$ cat config.mk
export PLATFORM = sky130hd
export DESIGN_NAME = mux_pipe_reg
export DESIGN_NICKNAME = d
export VERILOG_FILES = /design/src/rtl/mux_pipe_reg_pkg.sv /design/src/rtl/mux_skid_buf.sv /design/src/rtl/mux_pipe_reg.sv
export SDC_FILE = /design/constraint.sdc
export NUM_CORES = 1
export LEC_CHECK = 0
export ABC_AREA = 1
export CAP_MARGIN = 20
export CELL_PAD_IN_SITES_DETAIL_PLACEMENT = 1
export CELL_PAD_IN_SITES_GLOBAL_PLACEMENT = 2
export CORE_MARGIN = 3
export CORE_UTILIZATION = 21
export DETAILED_ROUTE_END_ITERATION = 6
export MAX_ROUTING_LAYER = met4
export PLACE_DENSITY_LB_ADDON = 0.12
export SYNTH_ARGS = -nofsm -noshare
export SYNTH_HDL_FRONTEND = slang
export SYNTH_SLANG_ARGS = --single-unit
$ cat constraint.sdc
create_clock -name clock -period 1.4 [get_ports clock]
set_input_delay 0.21 -clock clock [delete_from_list [all_inputs] [get_ports clock]]
set_output_delay 0.21 -clock clock [all_outputs]
set_load 0.02 [all_outputs]
$ cat src/rtl/mux_pipe_reg_pkg.sv
// Shared constants and types for the registered N-way word select.
package mux_pipe_reg_pkg;

  localparam int DATAPATH_WIDTH = 16;

  // Encoding bit 0 = main holds a beat, bit 1 = skid holds a beat.
  typedef enum logic [1:0] {
    SKID_EMPTY = 2'b00,
    SKID_ONE   = 2'b01,
    SKID_FULL  = 2'b11
  } skid_state_e;

endpackage

$ cat src/rtl/mux_skid_buf.sv
// Two-entry valid/ready pipeline stage: a main output register plus one skid
// entry, so that in_ready comes straight from a flop.
module mux_skid_buf
  import mux_pipe_reg_pkg::*;
#(
  parameter int PW = 8
) (
  input  logic          clock,
  input  logic          reset,
  input  logic [PW-1:0] in_payload,
  input  logic          in_valid,
  output logic          in_ready,
  output logic [PW-1:0] out_payload,
  output logic          out_valid,
  input  logic          out_ready
);

  skid_state_e   r_state;
  logic [PW-1:0] r_main;
  logic [PW-1:0] r_skid;
  logic          r_out_valid;
  logic          r_in_ready;
  logic          w_accept;
  logic          w_drain;

  assign w_accept    = in_valid & r_in_ready;
  assign w_drain     = r_out_valid & out_ready;
  assign in_ready    = r_in_ready;
  assign out_valid   = r_out_valid;
  assign out_payload = r_main;

  // Occupancy FSM; in_ready is precomputed as the next-cycle "skid empty".
  always_ff @(posedge clock or posedge reset) begin
    if (reset) begin
      r_state     <= SKID_EMPTY;
      r_main      <= '0;
      r_skid      <= '0;
      r_out_valid <= 1'b0;
      r_in_ready  <= 1'b1;
    end else begin
      case (r_state)
        SKID_EMPTY: begin
          if (w_accept) begin
            r_main      <= in_payload;
            r_out_valid <= 1'b1;
            r_state     <= SKID_ONE;
          end
        end
        SKID_ONE: begin
          if (w_accept && w_drain) begin
            r_main <= in_payload;
          end else if (w_accept) begin
            r_skid     <= in_payload;
            r_in_ready <= 1'b0;
            r_state    <= SKID_FULL;
          end else if (w_drain) begin
            r_out_valid <= 1'b0;
            r_state     <= SKID_EMPTY;
          end
        end
        SKID_FULL: begin
          if (w_drain) begin
            r_main     <= r_skid;
            r_skid     <= '0;
            r_in_ready <= 1'b1;
            r_state    <= SKID_ONE;
          end
        end
        default: begin
          r_state     <= SKID_EMPTY;
          r_skid      <= '0;
          r_out_valid <= 1'b0;
          r_in_ready  <= 1'b1;
        end
      endcase
    end
  end

endmodule

$ cat src/rtl/mux_pipe_reg.sv
// N-way word select with range check, captured into a back-pressurable
// skid stage; out-of-range beats carry a zero word and a sticky error flag.
module mux_pipe_reg
  import mux_pipe_reg_pkg::*;
#(
  parameter int WIDTH  = DATAPATH_WIDTH,
  parameter int NUM_IN = 4
) (
  input  logic                      clock,
  input  logic                      reset,
  input  logic [NUM_IN*WIDTH-1:0]   in_data,
  input  logic [$clog2(NUM_IN)-1:0] in_sel,
  input  logic                      in_valid,
  output logic                      in_ready,
  output logic [WIDTH-1:0]          out_data,
  output logic [$clog2(NUM_IN)-1:0] out_sel,
  output logic                      out_err,
  output logic                      out_valid,
  input  logic                      out_ready,
  output logic                      err_sticky
);

  localparam int SEL_W = $clog2(NUM_IN);
  localparam int PW    = WIDTH + SEL_W + 1;
  localparam logic [SEL_W:0] NUM_IN_CODE = NUM_IN[SEL_W:0];

  logic [WIDTH-1:0] w_word;
  logic             w_err;
  logic             w_in_ready;
  logic [PW-1:0]    w_in_payload;
  logic [PW-1:0]    w_out_payload;
  logic             r_err_sticky;

  // AND-OR select: a code with no matching input leaves the word at zero.
  always_comb begin
    w_word = '0;
    for (int k = 0; k < NUM_IN; k++) begin
      w_word = w_word | (in_data[k*WIDTH +: WIDTH] & {WIDTH{in_sel == k[SEL_W-1:0]}});
    end
  end

  assign w_err        = ({1'b0, in_sel} >= NUM_IN_CODE);
  assign w_in_payload = {w_err, in_sel, w_word};

  mux_skid_buf #(
    .PW (PW)
  ) u_skid (
    .clock       (clock),
    .reset       (reset),
    .in_payload  (w_in_payload),
    .in_valid    (in_valid),
    .in_ready    (w_in_ready),
    .out_payload (w_out_payload),
    .out_valid   (out_valid),
    .out_ready   (out_ready)
  );

  // Sticky error: set on any accepted out-of-range beat, cleared only by reset.
  always_ff @(posedge clock or posedge reset) begin
    if (reset) begin
      r_err_sticky <= 1'b0;
    end else if (in_valid && w_in_ready && w_err) begin
      r_err_sticky <= 1'b1;
    end else begin
      r_err_sticky <= r_err_sticky;
    end
  end

  assign in_ready                     = w_in_ready;
  assign {out_err, out_sel, out_data} = w_out_payload;
  assign err_sticky                   = r_err_sticky;

endmodule

# After elaboration in Yosys (flattened, before gate mapping)
# Cells that the tools add are included.
[word_totals]
rom_bits = 0
ff_bits = 42
inputBits = 70
latchBits = 0
mem_count = 0
ramBits = 0
[op_classes]
n_mul = 0
eq_ne = 13
n_mux = 22
magnitude_cmp = 0
bitwise = 11
n_shift = 0
reduce_logical = 8
addsub = 0
div = 0
[op_table]
columns = ["operator", "n"]
rows = [
  ["$pmux W19 S3", 2],
  ["$mux W19", 5],
  ["$and A16 B16 Y16", 4],
  ["$or A16 B16 Y16", 3],
  ["$reduce_and A4 Y1", 3],
  ["$mux W2", 5],
  ["$ne A2 B1 Y1 const B", 5],
  ["$mux W1", 7],
  ["$eq A2 B2 Y1 const B", 3],
  ["$pmux W1 S3", 2],
  ["$pmux W2 S3", 1],
  ["$reduce_and A5 Y1", 1],
  ["$eq A2 B1 Y1 const B", 2],
  ["$logic_not A2 Y1", 2],
  ["$ne A2 B2 Y1 const B", 2],
  ["$ne A3 B1 Y1 const B", 1],
  ["$reduce_bool A3 Y1", 1],
  ["$and A1 B1 Y1", 2],
  ["$not A1 Y1", 2],
  ["$logic_and A1 B1 Y1", 1],
]

# Depth between registers and ports, before layout
# Gate-level depths: netlist (run 1).
[logic_depth]
word_depth = 8
ltp_mapped = 9
mapped_depth_nobuf = 8

# By module
# Synthesis (run 1) repeated with hierarchy kept, for this count alone.
[unflattened]
hier_cells = 483
area_unflattened_um2 = 3044.2
[modules_own_cells]
columns = ["module", "area_each_um2", "instances", "cells_per_inst"]
rows = [
  ["mux_skid_buf", 2308.5, 1, 323],
  ["mux_pipe_reg", 735.7, 1, 160],
]

# Least setup slack after synthesis (run 1)
# OpenSTA, ideal clock, no wires.
[synth_path]
kind = "register to register"
start = "register u_skid.r_state[1]"
end = "register u_skid.r_main[0] (netlist: u_skid.out_payload[0])"
path_buffers = 1
setup_ns = 0.117
stages_incl_launch_ff = 9
setup_slack_ns = -0.090
t_arrival_ns = 1.372
t_required_ns = 1.283
period_less_slack_ns = 1.490
path_cell_list = "dfrtp_1 inv_1 ha_1 inv_1 nor2_2 nor2_8 buf_4 nand3_1 nand2_1"
[synth_via]
elab_chain_len = 3
[synth_lines]
columns = ["item", "line_no", "source"]
rows = [
  ["from (decl)", "mux_skid_buf.sv:18", "skid_state_e r_state;"],
  ["from (signal assigned)", "mux_skid_buf.sv:35", "r_state <= SKID_EMPTY;"],
  ["from (signal assigned)", "mux_skid_buf.sv:46", "r_state <= SKID_ONE;"],
  ["from (signal assigned)", "mux_skid_buf.sv:55", "r_state <= SKID_FULL;"],
  ["$eq A2 B2 Y1, or another cell as far along", "mux_skid_buf.sv:41", "case (r_state)"],
  ["$ne A2 B1 Y1 (no source line) or $reduce_bool A3 Y1 (tied branches)", "-", ""],
  ["$reduce_and A4 Y1 (no source line)", "-", ""],
  ["to (signal assigned)", "mux_skid_buf.sv:44", "r_main <= in_payload;"],
  ["to (signal assigned)", "mux_skid_buf.sv:51", "r_main <= in_payload;"],
  ["to (signal assigned)", "mux_skid_buf.sv:63", "r_main <= r_skid;"],
  ["to (decl)", "mux_skid_buf.sv:19", "logic [PW-1:0] r_main;"],
]
# Several ways; a longest one is shown, not always the timed one.
# A chain may end at the register's enable or synchronous reset.

# Final worst setup path (run 1)
[layout_path]
start = "register u_skid.r_state[0]"
end = "register u_skid.r_skid[11]"
[layout_via]
elab_chain_len = 3
[layout_lines]
columns = ["item", "line_no", "source"]
rows = [
  ["$eq A2 B1 Y1, or another cell as far along", "mux_skid_buf.sv:41", ""],
  ["$ne A2 B1 Y1 (no source line), or another cell as far along", "-", ""],
  ["$reduce_and A4 Y1 (no source line)", "-", ""],
  ["to (signal assigned)", "mux_skid_buf.sv:53", "r_skid <= in_payload;"],
  ["to (decl)", "mux_skid_buf.sv:20", "logic [PW-1:0] r_skid;"],
]
# Several ways; a longest one is shown, not always the timed one.

==> results.yml, run 1 <==
global_route:
  grt_most_used_layer: "met2"
  grtUsageMet3_pct: 2.33
  gr-usage-met2_pct: 25.8
  grt_max_degree: 37
  leftover_overflow_at_the_end_of_global_routing: 0
  initial_antenna_violation_count: 1
  groute.usage.overall_pct: 15.3
  grt_first_pass_wirelength_mm: 15.2
  number_of_global_route_vias_before_repair: 2898
  global_route.usage.met1_pct: 19.4
pwr:
  cellLeakagePower_nw: 2.08
  netSwitchingPower_mw: 3.60
  power.total_mw: 8.58
  seqPwrFrac_pct: 23.1
  cellPowerDensity_mw_per_mm2: 1970
  power.share.switching_pct: 41.9
  power.clock.fraction_pct: 17.3
  comb_power_share_pct: 59.6
  internal_cell_power_mw: 4.99
  vdd_drop_max_v: 0.000847
timing:
  period_needed_ps: 1500
  final_max_slew_viol_count: 0
  clock_skew_ps: 9.10
  setup_violations: 37
  report.final.hold_viol_count: 0
  final_worst_slack_ps: -96.1
  final_period_util_pct: 107
  fmaxAchievable_mhz: 668
  rsz_0062_raised_after_global_routing: "true"
clock_network:
  ctsLongestPathBuffers: 2
  tritoncts: "done"
  ctsHtreeMaxLevel: 2
  clk_root_buffer_cell: "clkbuf_16"
  clk-insertion-delay-late_ps: 280
  clk_transition_reported_paths_ps: 60
  tritoncts.num_buffers: 5
  cts.sink_count: 40
critical_path:
  startpoint_to_endpoint_class_of_the_critical_path: "reg2reg"
  crit_path_required_time_ps: 1560
  rr_startpoint: "u_skid.r_state[0]$_DFFE_PP0P_"
  worst_endpoint_data_arrival_time_ps: 1660
  reg_to_reg_endpoint: "u_skid.r_skid[11]$_DFFE_PP0P_"
  crit_path_max_incr_delay_ps: 470
  critPathLaunchType: "flip-flop"
  reg2regPathDepth: 7
  timing.critical_path.to_type: "flip-flop"
  r2r_slack_ps: -100
  worst-path-max-fanout: 5
  cp_cell_sequence: "ha_4, buf_6, a21oi_4, nand3_4, clkbuf_16, nand2_2, o21ai_1"
  critPathSlowestCell: "dfrtp_2"
drt:
  route.antenna.remaining_nets: 0
  wl_per_cell_um: 15.8
  via_count: 2684
  vias_per_cell: 4.45
  firstDrtPassIters: 4
  wirelength_mm: 9.56
  detail_route.iter0.violations: 92
  detail_route.drc_violations: 0
synthesis:
  synth.cell_area_sq_mm: 0.00247
  synth_edf_count: 0
  synth_async_sr_flop_share_pct: 100
  synth.most_common_cell: "nand2_1"
  synth_top_area_cell: "dfrtp_1"
  synthesis.instances: 347
  syn_area_per_cell_sq_um: 7.13
  synth-main-ff-cell: "dfrtp_1"
  ys_top_cells_by_count: "nand2_1 (131), nand3_1 (67), dfrtp_1 (39), o21ai_0 (21), nor2_1 (19)"
  synth_cell_types: 26
  top_area_cells_in_the_synthesized_netlist: "dfrtp_1 (39%), nand2_1 (20%), nand3_1 (14%)"
  synth_top_area_share_pct: 39.5
  synth_seq_area_share_pct: 40.5
  synth_seq_cells: 40
  synth_warnings: 0
hold_path:
  timing.hold.worst.class: "in2async"
status:
  failed_checks: "negative setup slack"
  status: "finished with violations"
placement:
  io_buffer_count: 89
  place.detailed.instances: 589
  globalplace.congestion: 0.777
  placement.cell_area_sq_mm: 0.00377
  hpwl_mm: 7.00
  preCtsSetupSlack_ps: -428
cells_and_area:
  syn2layout_area_growth_pct: 76.1
  final_cell_area_sq_mm: 0.00436
  final_cell_count_no_fill: 603
  layout.nets: 534
  post_route_cells_drive_above_1_share_pct: 29.4
flow_run:
  cap_violations: 0
floorplan:
  die_area_sq_mm: 0.0131
  height_of_the_chip_um: 115
  top_level_ports: 92
  initial_core_util_pct: 21.6
  coreArea_sq_mm: 0.0115
  row_count: 39
  die_width_um: 115
-- final cells by class --
cell class              count  area, sq um
multi-input cells         276         1640
clock buffers               5          125
clock inverters             2         60.1
flip-flops and latches     40         1000
diodes                      1         2.50
inverters                  11         53.8
repair buffers            125         1290
well taps                 143          179
fillers                  1366         7110
-- what timing repair did --
action,4_1_cts,5_1_grt
pin swaps,3,38
resized for setup,49,75
hold buffers,0,0
cloned,1,3
hold endpoints to repair,0,0
buffers inserted,1,1
endpoints found under the setup margin,60,41
-- kinds of logic after synthesis --
family                     Yosys count  synth area share, %
AOI/OAI and AO/OA                   26                 5.26
adders and majority gates            5                 2.53
buffers and inverters               32                 7.08
DFF                                 40                 40.5
other                                1                0.152
and+or+nand+nor                    243                 44.5
-- per-layer routing --
metal	wire length, um	vias up
met3	360	5
met1	4420	1278
met4	91	0
li1	-	1343
met2	4680	58
met5	0	-
-- per-stage QoR --
stage / hold slack [ps] / utilization [%] / TNS [ps]
6_report: 135 / 38.0 / -2700
5_1_grt: 142 / 38.0 / -5170
4_1_cts: 133 / 35.0 / -2550
3_5_place_dp: 432 / 32.9 / -11830
3_3_place_gp: 430 / 32.9 / -10500
2_1_floorplan: 427 / - / -776
-- registers in the layout (all words and copies together), names as in the netlist --
name / cells
u_skid.out_valid: 1
u_skid.out_payload: 18
u_skid.r_skid: 18
u_skid.r_state: 2
u_skid.in_ready: 1
-- power groups by stage --
stage | Sequential [mW] | Combinational (mW) | Clock [mW]
floorplan | 2.23 | 1.93 | 0
global placement | 1.93 | 4.06 | 0
detailed placement | 1.95 | 4.08 | 0
CTS | 1.93 | 4.28 | 1.53
global route | 2.05 | 5.59 | 1.56
finish | 1.98 | 5.12 | 1.49
-- layout by cell type (no fill, tap or decap), types with 2 or more instances in the layout --
| master | n |
|---|---|
| buf_12 | 8 |
| buf_4 | 21 |
| buf_6 | 3 |
| bufinv_16 | 2 |
| clkbuf_16 | 7 |
| clkdlybuf4s50_1 | 67 |
| conb_1 | 2 |
| dfrtp_1 | 37 |
| dfrtp_2 | 2 |
| dlygate4sd2_1 | 21 |
| ha_4 | 4 |
| inv_1 | 3 |
| inv_2 | 4 |
| inv_4 | 2 |
| nand2_1 | 108 |
| nand2_2 | 18 |
| nand2_4 | 9 |
| nand3_1 | 49 |
| nand3_2 | 13 |
| nand3_4 | 5 |
| nor2_1 | 17 |
| nor2_4 | 3 |
| o21ai_0 | 4 |
| o21ai_1 | 13 |
| o21ai_2 | 8 |
| or2_2 | 16 |
-- worst max path at each step --
stage | from | to | slack, ps | cells past startpoint
after CTS | u_skid.r_state[0]$_DFFE_PP0P_ | u_skid.out_payload[11]$_DFFE_PP0P_ | -140 | 7
after floorplan | u_skid.in_ready$_DFFE_PP1P_ | u_skid.out_payload[0]$_DFFE_PP0P_ | -60 | 8
after detailed placement | in_sel[1] | u_skid.out_payload[7]$_DFFE_PP0P_ | -430 | 9
after global placement | in_sel[1] | u_skid.out_payload[7]$_DFFE_PP0P_ | -380 | 9
after global routing | u_skid.r_state[0]$_DFFE_PP0P_ | u_skid.out_payload[6]$_DFFE_PP0P_ | -160 | 8
final | u_skid.r_state[0]$_DFFE_PP0P_ | u_skid.r_skid[11]$_DFFE_PP0P_ | -100 | 7
-- worst max-delay path: cells and delay by family, from the launching register on --
family                   cells  cell delay (ps)
AO/OA/AOI/OAI                2              190
adder cells (fa/ha/maj)      1              190
buffers and inverters        2              330
flip-flops                   1              470
AND/OR/NAND/NOR              2              190
(Power assumes the default switching activity.)
==> run 2: changes to the inputs <==
- SETUP_SLACK_MARGIN: not set -> 0.2
==> run 2 against run 1 <==
The run still ends with negative setup slack left. Sequential power barely moved. First-iteration DRC count fell by 30%. Final cell count rose by 1.0%. Register-to-register slack improved by 20 ps. Hold slack improved by 130 ps. Largest cell class unchanged.
==> results.yml, run 2 (synthesized netlist as in run 1, its figures left out) <==
status:
  status: "finished with violations"
  failed_checks: "negative setup slack"
clock_network:
  clk_root_buffer_cell: "clkbuf_16"
  clk-insertion-delay-late_ps: 280
  ctsLongestPathBuffers: 2
  tritoncts: "done"
  clk_transition_reported_paths_ps: 60
  tritoncts.num_buffers: 5
  ctsHtreeMaxLevel: 2
  cts.sink_count: 40
pwr:
  cellPowerDensity_mw_per_mm2: 1960
  cellLeakagePower_nw: 2.00
  vdd_drop_max_v: 0.000950
timing:
  period_needed_ps: 1470
  final_worst_slack_ps: -74.9
  final_max_slew_viol_count: 0
  clock_skew_ps: 1.12
  final_period_util_pct: 105
  fmaxAchievable_mhz: 678
  report.final.hold_viol_count: 0
  rsz_0062_raised_after_global_routing: "true"
  setup_violations: 37
placement:
  place.detailed.instances: 587
  io_buffer_count: 89
  globalplace.congestion: 0.789
  preCtsSetupSlack_ps: -404
  placement.cell_area_sq_mm: 0.00373
  hpwl_mm: 6.81
critical_path:
  worst_endpoint_data_arrival_time_ps: 1700
  r2r_slack_ps: -70
  timing.critical_path.to_type: "flip-flop"
  critPathLaunchType: "flip-flop"
  reg2regPathDepth: 9
  reg_to_reg_endpoint: "u_skid.out_payload[15]$_DFFE_PP0P_"
  crit_path_required_time_ps: 1630
  worst-path-max-fanout: 6
  startpoint_to_endpoint_class_of_the_critical_path: "reg2reg"
  rr_startpoint: "u_skid.r_state[1]$_DFFE_PP0P_"
global_route:
  grt_max_degree: 41
  grt_first_pass_wirelength_mm: 15.2
  groute.usage.overall_pct: 15.2
  number_of_global_route_vias_before_repair: 2980
  leftover_overflow_at_the_end_of_global_routing: 0
  initial_antenna_violation_count: 0
hold_path:
  timing.hold.worst.class: "in2async"
cells_and_area:
  mostFrequentLayoutCell: "nand2_1"
  final_cell_area_sq_mm: 0.00422
  layout.nets: 540
  antenna_cells_inserted: 0
  syn2layout_area_growth_pct: 70.4
  post_route_cells_drive_above_1_share_pct: 27.9
  most_used_cells_in_the_layout_excluding_fill_and_tap_cells: "nand2_1 (127), clkdlybuf4s50_1 (68), nand3_1 (54)"
  fillerInstances: 1401
  final_cell_count_no_fill: 609
drt:
  detail_route.drc_violations: 0
  detail_route.iter0.violations: 64
  via_count: 2701
  vias_per_cell: 4.44
  firstDrtPassIters: 4
  wirelength_mm: 9.66
  wl_per_cell_um: 15.9
  route.antenna.remaining_nets: 0
flow_run:
  cap_violations: 0
floorplan:
  coreArea_sq_mm: 0.0115
  row_count: 39
  top_level_ports: 92
  die_width_um: 115
  initial_core_util_pct: 21.6
  height_of_the_chip_um: 115
  die_area_sq_mm: 0.0131
run 2: changes by cell type in the layout (fill, tap and decap cells not counted), moves of 6 or more:
cell             before  now
nand2_1             108  127
clkdlybuf4s15_1       0    9
nand2_2              18    4
nor2_1               17   11
dlygate4sd2_1        21    1
run 2: layout make-up:
| type | count | area (sq um) | share of cell area [%] |
|---|---|---|---|
| Clock buffer | 6 | 139 | 3.29 |
| Clock inverter | 2 | 15.0 | 0.356 |
| Inverter | 11 | 61.3 | 1.45 |
| Multi-Input combinational cell | 276 | 1500 | 35.5 |
| Sequential cell | 40 | 1000 | 23.8 |
| Tap cell | 143 | 179 | 4.24 |
| Timing Repair Buffer | 129 | 1300 | 30.9 |
| Timing Repair inverter | 2 | 17.5 | 0.416 |
run 2: stage by stage:
stage               TNS [ps]  utilization (%)  total power [mW]  hold WS, ps
floorplan              -1320                -              4.18          427
global placement       -9590             32.5              5.90          455
detailed placement    -10980             32.5              5.96          462
CTS                    -1790             35.5              7.69          280
global route           -3950             36.8              8.91          298
finish                 -1470             36.8              8.27          264
run 2: layer usage:
metal / track usage, % / vias to the layer above / wire length [um]
met5: - / - / 0
met4: 3.88 / 0 / 108
met3: 2.22 / 7 / 382
met2: 25.5 / 65 / 4660
met1: 19.2 / 1276 / 4510
li1: - / 1353 / -
run 2: worst max-delay path, cell delays in order, from the launching register on:
cell and delay (ps):
dfrtp_1 400, buf_6 130, ha_4 170, nand2_4 80
nand3b_4 100, nor2_8 110, buf_12 150, buf_6 120
nand3_2 80, nand2_1 60
run 2: what timing repair did:
| action | in CTS | in global routing |
|---|---|---|
| hold buffers | 0 | 0 |
| setup endpoints to repair | 60 | 52 |
| gates resized for setup | 75 | 54 |
| buffers inserted | 7 | 4 |
| cloned | 1 | 2 |
| pin swaps | 15 | 17 |
run 2: worst max-delay path by stage:
stage / start / to / slack (ps)
floorplan: u_skid.in_ready$_DFFE_PP1P_ / u_skid.out_payload[0]$_DFFE_PP0P_ / -60
global placement: in_sel[1] / u_skid.out_payload[4]$_DFFE_PP0P_ / -350
detailed placement: in_sel[1] / u_skid.out_payload[4]$_DFFE_PP0P_ / -400
CTS: u_skid.r_state[1]$_DFFE_PP0P_ / u_skid.out_payload[8]$_DFFE_PP0P_ / -80
global route: u_skid.in_ready$_DFFE_PP1P_ / u_skid.out_payload[15]$_DFFE_PP0P_ / -140
finish: u_skid.r_state[1]$_DFFE_PP0P_ / u_skid.out_payload[15]$_DFFE_PP0P_ / -70
run 2: report_power, final:
| part | internal (mW) | switching (mW) |
|---|---|---|
| registers | 1.65 | 0.307 |
| logic | 2.34 | 2.76 |
| clock network | 0.710 | 0.500 |
| total | 4.70 | 3.56 |
==> run 3: changes to the inputs <==
- SLEW_MARGIN: not set -> 0
==> results of run 3 <==
Same layout as run 2: the final DEF is identical, and so are final timing and power.
